<file path="src/rtl/shadow_wr_sched_pkg.sv">
// Shared types for the shadowed-register write scheduler: FSM encoding,
// retry counter width and the index-width helper.
package shadow_wr_sched_pkg;

  localparam int RetryW = 3;

  typedef enum logic [2:0] {
    ST_IDLE   = 3'd0,
    ST_CLR    = 3'd1,
    ST_WR1    = 3'd2,
    ST_WR2    = 3'd3,
    ST_CHECK  = 3'd4,
    ST_RESP   = 3'd5,
    ST_LOCKED = 3'd6
  } state_e;

  function automatic int idx_w(input int n);
    return (n > 1) ? $clog2(n) : 1;
  endfunction

endpackage

</file>
<file path="src/rtl/shadow_wr_sched_if.sv">
// Requester and shadowed-register signals of the write scheduler.
// slave = scheduler side, master = requesters plus register side.
interface shadow_wr_sched_if #(
  parameter int NumReq = 4,
  parameter int DW     = 32
);
  logic [NumReq-1:0]    req_i;
  logic [NumReq*DW-1:0] wdata_i;
  logic [NumReq-1:0]    done_o;
  logic [NumReq-1:0]    err_o;
  logic                 busy_o;
  logic                 locked_o;
  logic                 we_o;
  logic [DW-1:0]        wd_o;
  logic                 re_o;
  logic                 phase_i;
  logic                 err_update_i;
  logic                 err_storage_i;

  modport slave (
    input  req_i, wdata_i, phase_i, err_update_i, err_storage_i,
    output done_o, err_o, busy_o, locked_o, we_o, wd_o, re_o
  );

  modport master (
    output req_i, wdata_i, phase_i, err_update_i, err_storage_i,
    input  done_o, err_o, busy_o, locked_o, we_o, wd_o, re_o
  );
endinterface

</file>
<file path="src/rtl/shadow_wr_sched_rr_arb.sv">
// Combinational round-robin pick: lowest set request at or above ptr,
// wrapping to the lowest set request overall.
module shadow_wr_rr_arb
  import shadow_wr_sched_pkg::*;
#(
  parameter  int NumReq = 4,
  localparam int IdxW   = idx_w(NumReq)
) (
  input  logic [NumReq-1:0] req,
  input  logic [IdxW-1:0]   ptr,
  output logic [IdxW-1:0]   idx,
  output logic              vld
);

  logic [NumReq-1:0] hi;

  always_comb begin
    hi  = '0;
    idx = '0;
    vld = |req;
    for (int j = 0; j < NumReq; j++) hi[j] = req[j] && (j >= int'(ptr));
    for (int j = NumReq - 1; j >= 0; j--) if (req[j]) idx = IdxW'(j);
    // an upper-half hit overrides the wrapped pick
    for (int j = NumReq - 1; j >= 0; j--) if (hi[j]) idx = IdxW'(j);
  end

endmodule

</file>
<file path="src/rtl/shadow_wr_sched.sv">
// Arbitrates requesters onto one shadowed register and runs the staged/commit
// write pair with phase checking, bounded commit retry and storage-error lockout.
module shadow_wr_sched
  import shadow_wr_sched_pkg::*;
#(
  parameter int NumReq   = 4,
  parameter int DW       = 32,
  parameter int MaxRetry = 1
) (
  input logic              clk_i,
  input logic              rst_i,
  shadow_wr_sched_if.slave bus
);

  localparam int IdxW = idx_w(NumReq);

  state_e            state_q, state_d;
  logic [IdxW-1:0]   rr_q, rr_d, idx_q, idx_d, lk_idx_q, lk_idx_d, pick, rr_nxt;
  logic              pick_vld, lk_vld_q, lk_vld_d, err_q, err_d, locked_q;
  logic              we, re, in_flight;
  logic [RetryW-1:0] retry_q, retry_d;
  logic [DW-1:0]     wd_q, wd_d;
  logic [NumReq-1:0] arb_req, sel_oh, lk_oh;

  for (genvar i = 0; i < NumReq; i++) begin : g_oh
    assign sel_oh[i] = (idx_q == IdxW'(i));
    assign lk_oh[i]  = lk_vld_q && (lk_idx_q == IdxW'(i));
  end

  // the requester being answered this cycle still holds req; keep it out of the pick
  assign arb_req   = bus.req_i & ~lk_oh;
  assign rr_nxt    = (pick == IdxW'(NumReq - 1)) ? '0 : pick + 1'b1;
  assign in_flight = state_q inside {ST_CLR, ST_WR1, ST_WR2, ST_CHECK};

  shadow_wr_rr_arb #(.NumReq(NumReq)) u_arb (
    .req (arb_req),
    .ptr (rr_q),
    .idx (pick),
    .vld (pick_vld)
  );

  always_comb begin
    state_d  = state_q;
    rr_d     = rr_q;
    idx_d    = idx_q;
    wd_d     = wd_q;
    retry_d  = retry_q;
    err_d    = err_q;
    lk_vld_d = 1'b0;
    lk_idx_d = lk_idx_q;
    we       = 1'b0;
    re       = 1'b0;
    unique case (state_q)
      ST_IDLE: if (pick_vld) begin
        idx_d   = pick;
        wd_d    = bus.wdata_i[int'(pick)*DW +: DW];
        rr_d    = rr_nxt;
        state_d = bus.phase_i ? ST_CLR : ST_WR1;
      end
      ST_CLR: begin
        re      = 1'b1;
        state_d = ST_WR1;
      end
      ST_WR1: begin
        we      = 1'b1;
        state_d = ST_WR2;
      end
      ST_WR2: begin
        we = 1'b1;
        // a failed commit toggles phase back to 0, so retry restarts at WR1
        if (bus.err_update_i) begin
          if (retry_q < RetryW'(MaxRetry)) begin
            retry_d = retry_q + 1'b1;
            state_d = ST_WR1;
          end else begin
            err_d   = 1'b1;
            state_d = ST_RESP;
          end
        end else begin
          state_d = ST_CHECK;
        end
      end
      ST_CHECK: begin
        if (bus.phase_i) begin
          err_d = 1'b1;
          re    = 1'b1;
        end
        state_d = ST_RESP;
      end
      ST_RESP: begin
        retry_d = '0;
        err_d   = 1'b0;
        state_d = ST_IDLE;
      end
      ST_LOCKED: if (pick_vld) begin
        lk_vld_d = 1'b1;
        lk_idx_d = pick;
        rr_d     = rr_nxt;
      end
      default: state_d = ST_IDLE;
    endcase

    if (bus.err_storage_i) begin
      state_d = ST_LOCKED;
      we      = 1'b0;
      re      = 1'b0;
      retry_d = '0;
      err_d   = 1'b0;
      if (in_flight) begin
        lk_vld_d = 1'b1;
        lk_idx_d = idx_q;
      end
      if (state_q == ST_IDLE) begin
        rr_d  = rr_q;
        idx_d = idx_q;
        wd_d  = wd_q;
      end
    end
  end

  always_ff @(posedge clk_i or posedge rst_i) begin
    if (rst_i) begin
      state_q  <= ST_IDLE;
      rr_q     <= '0;
      idx_q    <= '0;
      wd_q     <= '0;
      retry_q  <= '0;
      err_q    <= 1'b0;
      lk_vld_q <= 1'b0;
      lk_idx_q <= '0;
      locked_q <= 1'b0;
    end else begin
      state_q  <= state_d;
      rr_q     <= rr_d;
      idx_q    <= idx_d;
      wd_q     <= wd_d;
      retry_q  <= retry_d;
      err_q    <= err_d;
      lk_vld_q <= lk_vld_d;
      lk_idx_q <= lk_idx_d;
      locked_q <= locked_q | bus.err_storage_i;
    end
  end

  assign bus.we_o     = we;
  assign bus.re_o     = re;
  assign bus.wd_o     = wd_q;
  assign bus.busy_o   = (state_q != ST_IDLE) && (state_q != ST_LOCKED);
  assign bus.locked_o = locked_q;
  assign bus.done_o   = (state_q == ST_RESP && !err_q) ? sel_oh : '0;
  assign bus.err_o    = (state_q == ST_RESP &&  err_q) ? sel_oh : lk_oh;

endmodule

</file>
<file path="src/flat_wrapper.sv">
// flat-port wrapper written by rule: the top's interface ports become plain ports
module shadow_wr_sched_flat import shadow_wr_sched_pkg::*;
#(
  parameter int NumReq   = 4,
  parameter int DW       = 32,
  parameter int MaxRetry = 1
)
  (clk_i, rst_i, bus_req_i, bus_wdata_i, bus_phase_i, bus_err_update_i, bus_err_storage_i, bus_done_o, bus_err_o, bus_busy_o, bus_locked_o, bus_we_o, bus_wd_o, bus_re_o);
  shadow_wr_sched_if #(.NumReq(NumReq), .DW(DW)) bus_i ();
  input logic clk_i;
  input logic rst_i;
  input wire logic [$bits(bus_i.req_i)-1:0] bus_req_i;
  input wire logic [$bits(bus_i.wdata_i)-1:0] bus_wdata_i;
  input wire logic [$bits(bus_i.phase_i)-1:0] bus_phase_i;
  input wire logic [$bits(bus_i.err_update_i)-1:0] bus_err_update_i;
  input wire logic [$bits(bus_i.err_storage_i)-1:0] bus_err_storage_i;
  output wire logic [$bits(bus_i.done_o)-1:0] bus_done_o;
  output wire logic [$bits(bus_i.err_o)-1:0] bus_err_o;
  output wire logic [$bits(bus_i.busy_o)-1:0] bus_busy_o;
  output wire logic [$bits(bus_i.locked_o)-1:0] bus_locked_o;
  output wire logic [$bits(bus_i.we_o)-1:0] bus_we_o;
  output wire logic [$bits(bus_i.wd_o)-1:0] bus_wd_o;
  output wire logic [$bits(bus_i.re_o)-1:0] bus_re_o;
  assign bus_i.req_i = bus_req_i;
  assign bus_i.wdata_i = bus_wdata_i;
  assign bus_i.phase_i = bus_phase_i;
  assign bus_i.err_update_i = bus_err_update_i;
  assign bus_i.err_storage_i = bus_err_storage_i;
  assign bus_done_o = bus_i.done_o;
  assign bus_err_o = bus_i.err_o;
  assign bus_busy_o = bus_i.busy_o;
  assign bus_locked_o = bus_i.locked_o;
  assign bus_we_o = bus_i.we_o;
  assign bus_wd_o = bus_i.wd_o;
  assign bus_re_o = bus_i.re_o;
  shadow_wr_sched #(.NumReq(NumReq), .DW(DW), .MaxRetry(MaxRetry)) u_core (.clk_i(clk_i), .rst_i(rst_i), .bus(bus_i));
endmodule
</file>
<file path="config.mk">
export PLATFORM = sky130hd
export DESIGN_NAME = shadow_wr_sched_flat
export DESIGN_NICKNAME = d
export VERILOG_FILES = /design/src/rtl/shadow_wr_sched_pkg.sv /design/src/rtl/shadow_wr_sched_if.sv /design/src/rtl/shadow_wr_sched_rr_arb.sv /design/src/rtl/shadow_wr_sched.sv /design/src/flat_wrapper.sv
export SDC_FILE = /design/constraint.sdc
export NUM_CORES = 1
export LEC_CHECK = 0
export ABC_AREA = 1
export BUFFER_PORTS_ARGS = -buffer_cell sky130_fd_sc_hd__buf_4
export CORE_MARGIN = 2
export CORE_UTILIZATION = 40
export DETAILED_ROUTE_END_ITERATION = 7
export GPL_TIMING_DRIVEN = 0
export HOLD_SLACK_MARGIN = 0.15
export PLACE_DENSITY = 0.74
export SLEW_MARGIN = 20
export SYNTH_ARGS = -nofsm -noshare
export SYNTH_HDL_FRONTEND = slang
export SYNTH_SLANG_ARGS = --single-unit
</file>
<file path="constraint.sdc">
create_clock -name clk_i -period 1.6 [get_ports clk_i]
set_input_delay 0.32 -clock clk_i [delete_from_list [all_inputs] [get_ports clk_i]]
set_output_delay 0.32 -clock clk_i [all_outputs]
set_load 0.005 [all_outputs]
</file>
Yosys cells after proc, flatten, opt, wreduce, memory -nomap -nowiden
Index checks and enable logic that the tools add are counted.
W data, S select, Z words.
{"block": "op_classes", "div": 0, "mul": 0, "mux": 50, "magnitude_cmp": 4, "shifts": 1, "bitwise": 3, "addsub": 2, "reduce_logical": 24, "eq_ne": 21}
{"operator": "$mux W32", "count": 4}
{"operator": "$shiftx A128 B8 Y32", "count": 1}
{"operator": "$mux W2", "count": 21}
{"operator": "$mux W3", "count": 7}
{"operator": "$pmux W3 S6", "count": 1}
{"operator": "$ne A3 B3 Y1 const B", "count": 5}
{"operator": "$mux W1", "count": 12}
{"operator": "$eq A2 B2 Y1 const B", "count": 5}
{"operator": "$logic_and A1 B1 Y1", "count": 10}
{"operator": "$eq A3 B3 Y1 const B", "count": 3}
{"operator": "$mux W4", "count": 2}
{"operator": "$reduce_bool A4 Y1", "count": 2}
{"operator": "$eq A3 B2 Y1 const B", "count": 2}
{"operator": "$pmux W3 S2", "count": 1}
{"operator": "$reduce_bool A3 Y1", "count": 2}
{"operator": "$and A4 B4 Y4", "count": 1}
{"operator": "$eq A2 B1 Y1 const B", "count": 2}
{"operator": "$ge A1 B2 Y1 const A", "count": 2}
{"operator": "$logic_not A2 Y1", "count": 2}
{"operator": "$ne A2 B2 Y1 const B", "count": 2}
{"operator": "$not A4 Y4", "count": 1}
{"operator": "$reduce_and A4 Y1", "count": 1}
{"operator": "$reduce_or A2 Y1", "count": 2}
{"operator": "$reduce_or A4 Y1", "count": 1}
{"operator": "13 further kinds", "count": 13}
{"block": "totals", "latchBits": 0, "romBits": 0, "ff_bits": 47, "mem_bits_rw": 0, "elab_cells": 114, "memories": 0}

Logic depth before layout (Yosys ltp)
{"block": "logic_depth", "word_depth": 17, "depth_mapped": 15}

Cells and area by module
A second synthesis with hierarchy kept.
{"block": "unflattened", "cells_unflattened": 493, "area_unflattened_um2": 3201.8}
{"module": "shadow_wr_sched", "area_per_inst_um2": 3115.5, "instances": 1, "cells_each": 474}
{"module": "shadow_wr_rr_arb", "area_per_inst_um2": 86.3, "instances": 1, "cells_each": 19}

Worst setup path after synthesis
No wires, ideal clock.
{"block": "synth_path", "path_kind": "reg-to-reg", "from": "register u_core.lk_idx_q[0]", "to": "register u_core.rr_q[1]", "stages_incl_launch_ff": 15, "setup_ns": 0.122, "slack_ns": -0.161, "required_ns": 1.478, "arrival_ns": 1.639, "cell_sequence": "dfrtp_1 > inv_1 > nand3_1 > nand2_1 > nand2_1 > nand2_1 > nand2_1 > nand2_4 > nand2_2 > buf_6 > buf_6 > inv_2 > ha_1 > nor2_1 > a21oi_1"}
{"block": "synth_between", "elab_cells_between_ends": 28}
{"item": "start: declaration", "line": "shadow_wr_sched.sv:18", "source": "logic [IdxW-1:0] rr_q, rr_d, idx_q, idx_d, lk_idx_q, lk_idx_d, pick, rr_nxt;"}
{"item": "start signal: assignment", "line": "shadow_wr_sched.sv:140", "source": "lk_idx_q <= lk_idx_d;"}
{"item": "$eq A2 B1 Y1", "line": "shadow_wr_sched.sv:27", "source": "assign lk_oh[i] = lk_vld_q && (lk_idx_q == IdxW'(i));"}
{"item": "$logic_and A1 B1 Y1", "line": "shadow_wr_sched.sv:27"}
{"item": "$not A4 Y4 *", "line": "shadow_wr_sched.sv:31", "source": "assign arb_req = bus.req_i & ~lk_oh;"}
{"item": "$and A4 B4 Y4 *", "line": "shadow_wr_sched.sv:31"}
{"item": "$mux W2 (2 in a row)", "line": "shadow_wr_sched_rr_arb.sv:22", "source": "for (int j = NumReq - 1; j >= 0; j--) if (req[j]) idx = IdxW'(j);"}
{"item": "$mux W2 (3 in a row)", "line": "shadow_wr_sched_rr_arb.sv:24", "source": "for (int j = NumReq - 1; j >= 0; j--) if (hi[j]) idx = IdxW'(j);"}
{"item": "$mux W2 *", "line": "shadow_wr_sched_rr_arb.sv:24"}
{"item": "named net u_core.pick[0]", "line": "shadow_wr_sched.sv:18"}
{"item": "$add A2 B1 Y2 / $eq A2 B2 Y1 (equally long branches)", "line": "shadow_wr_sched.sv:32", "source": "assign rr_nxt = (pick == IdxW'(NumReq - 1)) ? '0 : pick + 1'b1;"}
{"item": "$mux W2 *", "line": "shadow_wr_sched.sv:32"}
{"item": "named net u_core.rr_nxt[1]", "line": "shadow_wr_sched.sv:18"}
{"item": "$mux W2 *", "line": "shadow_wr_sched.sv:54, shadow_wr_sched.sv:95"}
{"item": "$mux W2 *"}
{"item": "$mux W2", "line": "shadow_wr_sched.sv:113", "source": "if (state_q == ST_IDLE) begin"}
{"item": "$mux W2 *", "line": "shadow_wr_sched.sv:103", "source": "if (bus.err_storage_i) begin"}
{"item": "end signal: assignment", "line": "shadow_wr_sched.sv:134", "source": "rr_q <= rr_d;"}
{"item": "end: declaration", "line": "shadow_wr_sched.sv:18"}
Mark *: on every way through the listed nets, which the timed path passes. The rest lies on a longest branch. The select of a mux whose other input is x is not followed.
A chain may end at the register's enable or synchronous reset.

Worst setup path after layout
{"block": "layout_path", "from": "register u_core.lk_idx_q[0]", "to": "register u_core.wd_q[26], in the netlist u_core.bus.wd_o[26]"}
{"block": "layout_between", "elab_chain_len": 16, "elab_cells_between_ends": 26}
{"item": "$eq A2 B2 Y1", "line": "shadow_wr_sched.sv:27"}
{"item": "$logic_and A1 B1 Y1", "line": "shadow_wr_sched.sv:27"}
{"item": "$not A4 Y4 *", "line": "shadow_wr_sched.sv:31"}
{"item": "$and A4 B4 Y4 *", "line": "shadow_wr_sched.sv:31"}
{"item": "$mux W2 (3 in a row)", "line": "shadow_wr_sched_rr_arb.sv:22"}
{"item": "$mux W2 (4 in a row)", "line": "shadow_wr_sched_rr_arb.sv:24"}
{"item": "$shiftx A128 B8 Y32", "line": "shadow_wr_sched.sv:56", "source": "wd_d = bus.wdata_i[int'(pick)*DW +: DW];"}
{"item": "$mux W32 *", "line": "shadow_wr_sched.sv:54", "source": "ST_IDLE: if (pick_vld) begin"}
{"item": "$mux W32 *", "line": "shadow_wr_sched.sv:53", "source": "unique case (state_q)"}
{"item": "$mux W32", "line": "shadow_wr_sched.sv:113"}
{"item": "$mux W32 *", "line": "shadow_wr_sched.sv:103"}
{"item": "end signal: assignment", "line": "shadow_wr_sched.sv:136", "source": "wd_q <= wd_d;"}
{"item": "end: declaration", "line": "shadow_wr_sched.sv:22", "source": "logic [DW-1:0] wd_q, wd_d;"}
Mark *: on every way between the ends. The rest lies on a longest branch, timed or not. The select of a mux whose other input is x is not followed.

==> results.sh <==
export IMPL_groute_layer_met1_usage_pct=31.47
export IMPL_worstHoldPathCells=2
export IMPL_core_area_mm2=0.009109
export IMPL_max_slew_margin_pct=63.89
export IMPL_post_layout_nonfiller_instances=936
export IMPL_layout_worst_path_cycle_share_pct=122.3
export IMPL_synthesis_nets=723
export IMPL_placement_io_buffers=180
export IMPL_h_tree_depth=2
export IMPL_synthMostInstantiatedCell="sky130_fd_sc_hd__nand2_1"
export IMPL_asyncSetResetFlopFracSynth_pct=100.0
export IMPL_timing_max_transition_violations_final=0
export IMPL_endpoint_kind="register"
export IMPL_post_synth_main_area_contributors="sky130_fd_sc_hd__dfrtp_1, sky130_fd_sc_hd__nand2_1, sky130_fd_sc_hd__nand3_1"
export IMPL_crit_path_max_fanout=5
export IMPL_yosys_area_top_type_share_pct=31.65
export IMPL_grt_antenna_before_repair=0
export IMPL_detailed_route_wire_length_mm=15.26
export IMPL_nets=963
export IMPL_p_seq_share_pct=15.5
export IMPL_wire_length_of_the_first_global_routing_pass_mm=21.78
export IMPL_timing_rr_end="u_core.bus.wd_o[26]"
export IMPL_post_synth_edffs=0
export IMPL_dr_pass1_iters=5
export IMPL_violated_checks="setup timing"
export IMPL_hold_start="bus_err_storage_i"
export IMPL_p_leak_nw=3.909
export IMPL_area_growth_syn_to_layout_pct=86.87
export IMPL_clkTransAtPathRegs_ns=0.10
export IMPL_postSynthRegisterBits=47
export IMPL_dieHeight_um=100.4
export IMPL_critPathSlowestCell="sky130_fd_sc_hd__dfrtp_2"
export IMPL_dieWidth_um=100.4
export IMPL_cp_arrival_ns=2.16
export IMPL_synthCells=584
export IMPL_worst_hold_path_endpoint="u_core.state_q[0]"
export IMPL_yosys_warnings=0
export IMPL_grt_use_total_pct=26.77
export IMPL_cellInternalPower_mw=4.822
export IMPL_clockBufferDepth=2
export IMPL_hold_ws_ns=0.2457
export IMPL_drv_max_cap_violation_count=0
export IMPL_layout_drive_gt1_share_pct=54.67
export IMPL_irDropWorstVdd_mv=1.121
export IMPL_post_layout_total_power_mw=8.886
export IMPL_initial_utilization_pct=40.80
export IMPL_worstRegToRegCells=15
export IMPL_fp_dieArea_mm2=0.01008
export IMPL_comb_pwr_share_pct=73.8
export IMPL_grt_setup_unrepaired="yes"
export IMPL_worstSkewPairLatency_ns=0.31
export IMPL_yosysUniqueCellTypes=32
export IMPL_worst_slew_pin_slew_ns=0.5409
export IMPL_grt_busiest_layer="met2"
export IMPL_final_setup_skew_ns=0.006529
export IMPL_synthFlopType="sky130_fd_sc_hd__dfrtp_1"
export IMPL_cts_tree="done"
export IMPL_grt_ovfl_total=0
export IMPL_swShare_pct=45.74
export IMPL_hold_path_class="in2reg"
export IMPL_dpl_hpwl_mm=9.126
export IMPL_n_fill_cell=634
export IMPL_maximum_number_of_pins_on_one_net_before_global_route_repair=25
export IMPL_place_gp_congestion=0.9284
export IMPL_starting_drt_drc_count=204
export IMPL_clock_sinks=47
export IMPL_setup_viol=48
export IMPL_crit_reg2reg_launch="u_core.lk_idx_q[0]"
export IMPL_clockRootBuffer="sky130_fd_sc_hd__clkbuf_8"
export IMPL_io_pins=181
export IMPL_num_vias=4890
export IMPL_avgRoutedWirePerCell_um=16.31
export IMPL_power_net_switching_mw=4.064
export IMPL_ys_top_cells_by_count="sky130_fd_sc_hd__nand2_1, sky130_fd_sc_hd__inv_1, sky130_fd_sc_hd__nand3_1, sky130_fd_sc_hd__dfrtp_1, sky130_fd_sc_hd__or2_1"
export IMPL_cts_buffer_count=5
export IMPL_share_clk_of_total_power_pct=10.7
export IMPL_route_detailed_drc=0
export IMPL_crit_required_ns=1.80
export IMPL_period_needed_ns=1.956
export IMPL_reg2reg_slack_ns=-0.36
export IMPL_antenna_cells=0
export IMPL_power_density_mw_per_mm2=1280
export IMPL_placement_rows=35
export IMPL_grt_util_met3_pct=4.735
export IMPL_place_worst_setup_slack_ns=-0.3692
export IMPL_first_global_vias=4704
export IMPL_crit_chain="inv_4, nand3_4, nand2_4, nand2_2, nand2_2, nand2_2, nand2_4, buf_12, buf_8, buf_8, nand3_2, nand3_2, nand2_1, nand2_1, nand2_1"
export IMPL_avgViaCountPerCell=5.224
export IMPL_yosysTopAreaCell="sky130_fd_sc_hd__dfrtp_1"
export IMPL_syn_avg_cell_area_um2=6.363
export IMPL_run_status="finished, violations left"
export IMPL_ys_seq_area_share_pct=31.65
export IMPL_placed_cells_incl_taps=876
export IMPL_fmax_ghz=0.5112
export IMPL_postLayoutSetupSlackWorst_ns=-0.3563
export IMPL_critPathKind="reg2reg"
export IMPL_post_synth_instance_area_mm2=0.003716
export IMPL_final_hold_viol_count=0
export IMPL_worst_setup_start_kind="register"
export IMPL_use_met2_pct=48.84
export IMPL_crit_path_max_incr_delay_ns=0.48
export IMPL_drt_antenna_violating_nets=0
registers in the layout, summed over array words and instances (netlist names):
signal / flops
u_core.idx_q: 2
u_core.bus.wd_o: 32
u_core.lk_vld_q: 1
u_core.err_q: 1
u_core.state_q: 3
u_core.bus.locked_o: 1
u_core.rr_q: 2
u_core.retry_q: 3
u_core.lk_idx_q: 2
worst max-delay path by stage:
stage / from / endpoint / slack (ns) / cells past startpoint
2_1_floorplan: u_core.lk_idx_q[0] / u_core.rr_q[1] / -0.11 / 14
3_3_place_gp: rst_i / u_core.retry_q[1] / -0.54 / 2
3_5_place_dp: u_core.lk_idx_q[0] / u_core.rr_q[1] / -0.37 / 10
4_1_cts: u_core.lk_vld_q / u_core.rr_q[1] / -0.26 / 14
5_1_grt: u_core.lk_idx_q[0] / u_core.bus.wd_o[29] / -0.42 / 13
6_report: u_core.lk_idx_q[0] / u_core.bus.wd_o[26] / -0.36 / 15
logic make-up (layout without fill, tap and decap cells):
logic type	count (synthesis)	after routing	share of synthesized area, %
and+or+nand+nor	343	343	41.75
buffers and inverters	153	394	17.78
DFF	47	47	31.65
AOI/OAI and AO/OA	38	38	7.913
adders and majority gates	2	2	0.6733
xor gates and xnor gates	1	1	0.2357
layout by cell type, fill, tap and decap left out, drive strengths merged:
master       Yosys  layout
xor2             1       1
o311ai           1       1
a22oi            1       1
o22ai            3       3
nor2            15      15
nand3          121     121
nand2          182     182
ha               2       2
dfrtp           47      47
bufinv           0       1
a31oi            1       1
o21ai            8       8
clkinv           0       1
clkbuf           4      10
o31ai            2       2
dlygate4sd3      0       1
a21oi            7       7
bufbuf           0       1
o211ai          15      15
inv            126     126
nor3             9       9
buf             23     254
or2             16      16
critical path: cells and delay by family, from the launching register on:
family        cells  cell delay (ns)
flops             1             0.48
simple gates     11             0.91
buf+inv           4             0.46
metal layers:
metal / vias to the layer above / share of wire (%)
met2: 259 / 52
met5: - / 0
met1: 2295 / 37
li1: 2287 / -
met3: 49 / 7.2
met4: 0 / 3.5
metrics by stage:
step / utilization [%] / instance area [µm²] / TNS (ns)
5_1_grt: 76.24 / 6944 / -16.69
2_1_floorplan: - / 3744 / -0.1101
6_report: 76.24 / 6944 / -12.50
4_1_cts: 68.96 / 6281 / -7.695
3_5_place_dp: 57.68 / 5254 / -10.19
3_3_place_gp: 57.46 / 5234 / -33.09
power by group through the flow:
stage / Sequential, mW / Combinational, mW / Clock, mW
floorplan: 1.34 / 2.53 / 0
global placement: 1.35 / 3.51 / 0
detailed placement: 1.36 / 3.58 / 0
CTS: 1.36 / 5.41 / 0.953
global route: 1.38 / 6.98 / 1.00
finish: 1.38 / 6.56 / 0.951
area by class of cell:
class | count | area (µm²) | share of cell area (%)
Buffer | 23 | 256.5 | 3.694
Clock buffer | 6 | 82.58 | 1.189
Clock inverter | 2 | 35.03 | 0.5045
Inverter | 126 | 503.0 | 7.243
Multi-Input combinational cell | 384 | 2734 | 39.37
Sequential cell | 47 | 1181 | 17.01
Tap cell | 111 | 138.9 | 2.000
Timing Repair Buffer | 237 | 2013 | 28.99
what timing repair did:
action                                  CTS  global route
resized for setup                       135           129
endpoints found under the setup margin   49            54
hold buffers                              1             0
endpoints found under the hold margin    23             0
setup buffers                            28            20
gates cloned                              7             0
pin swaps                                48            69
(Power assumes the default switching activity.)
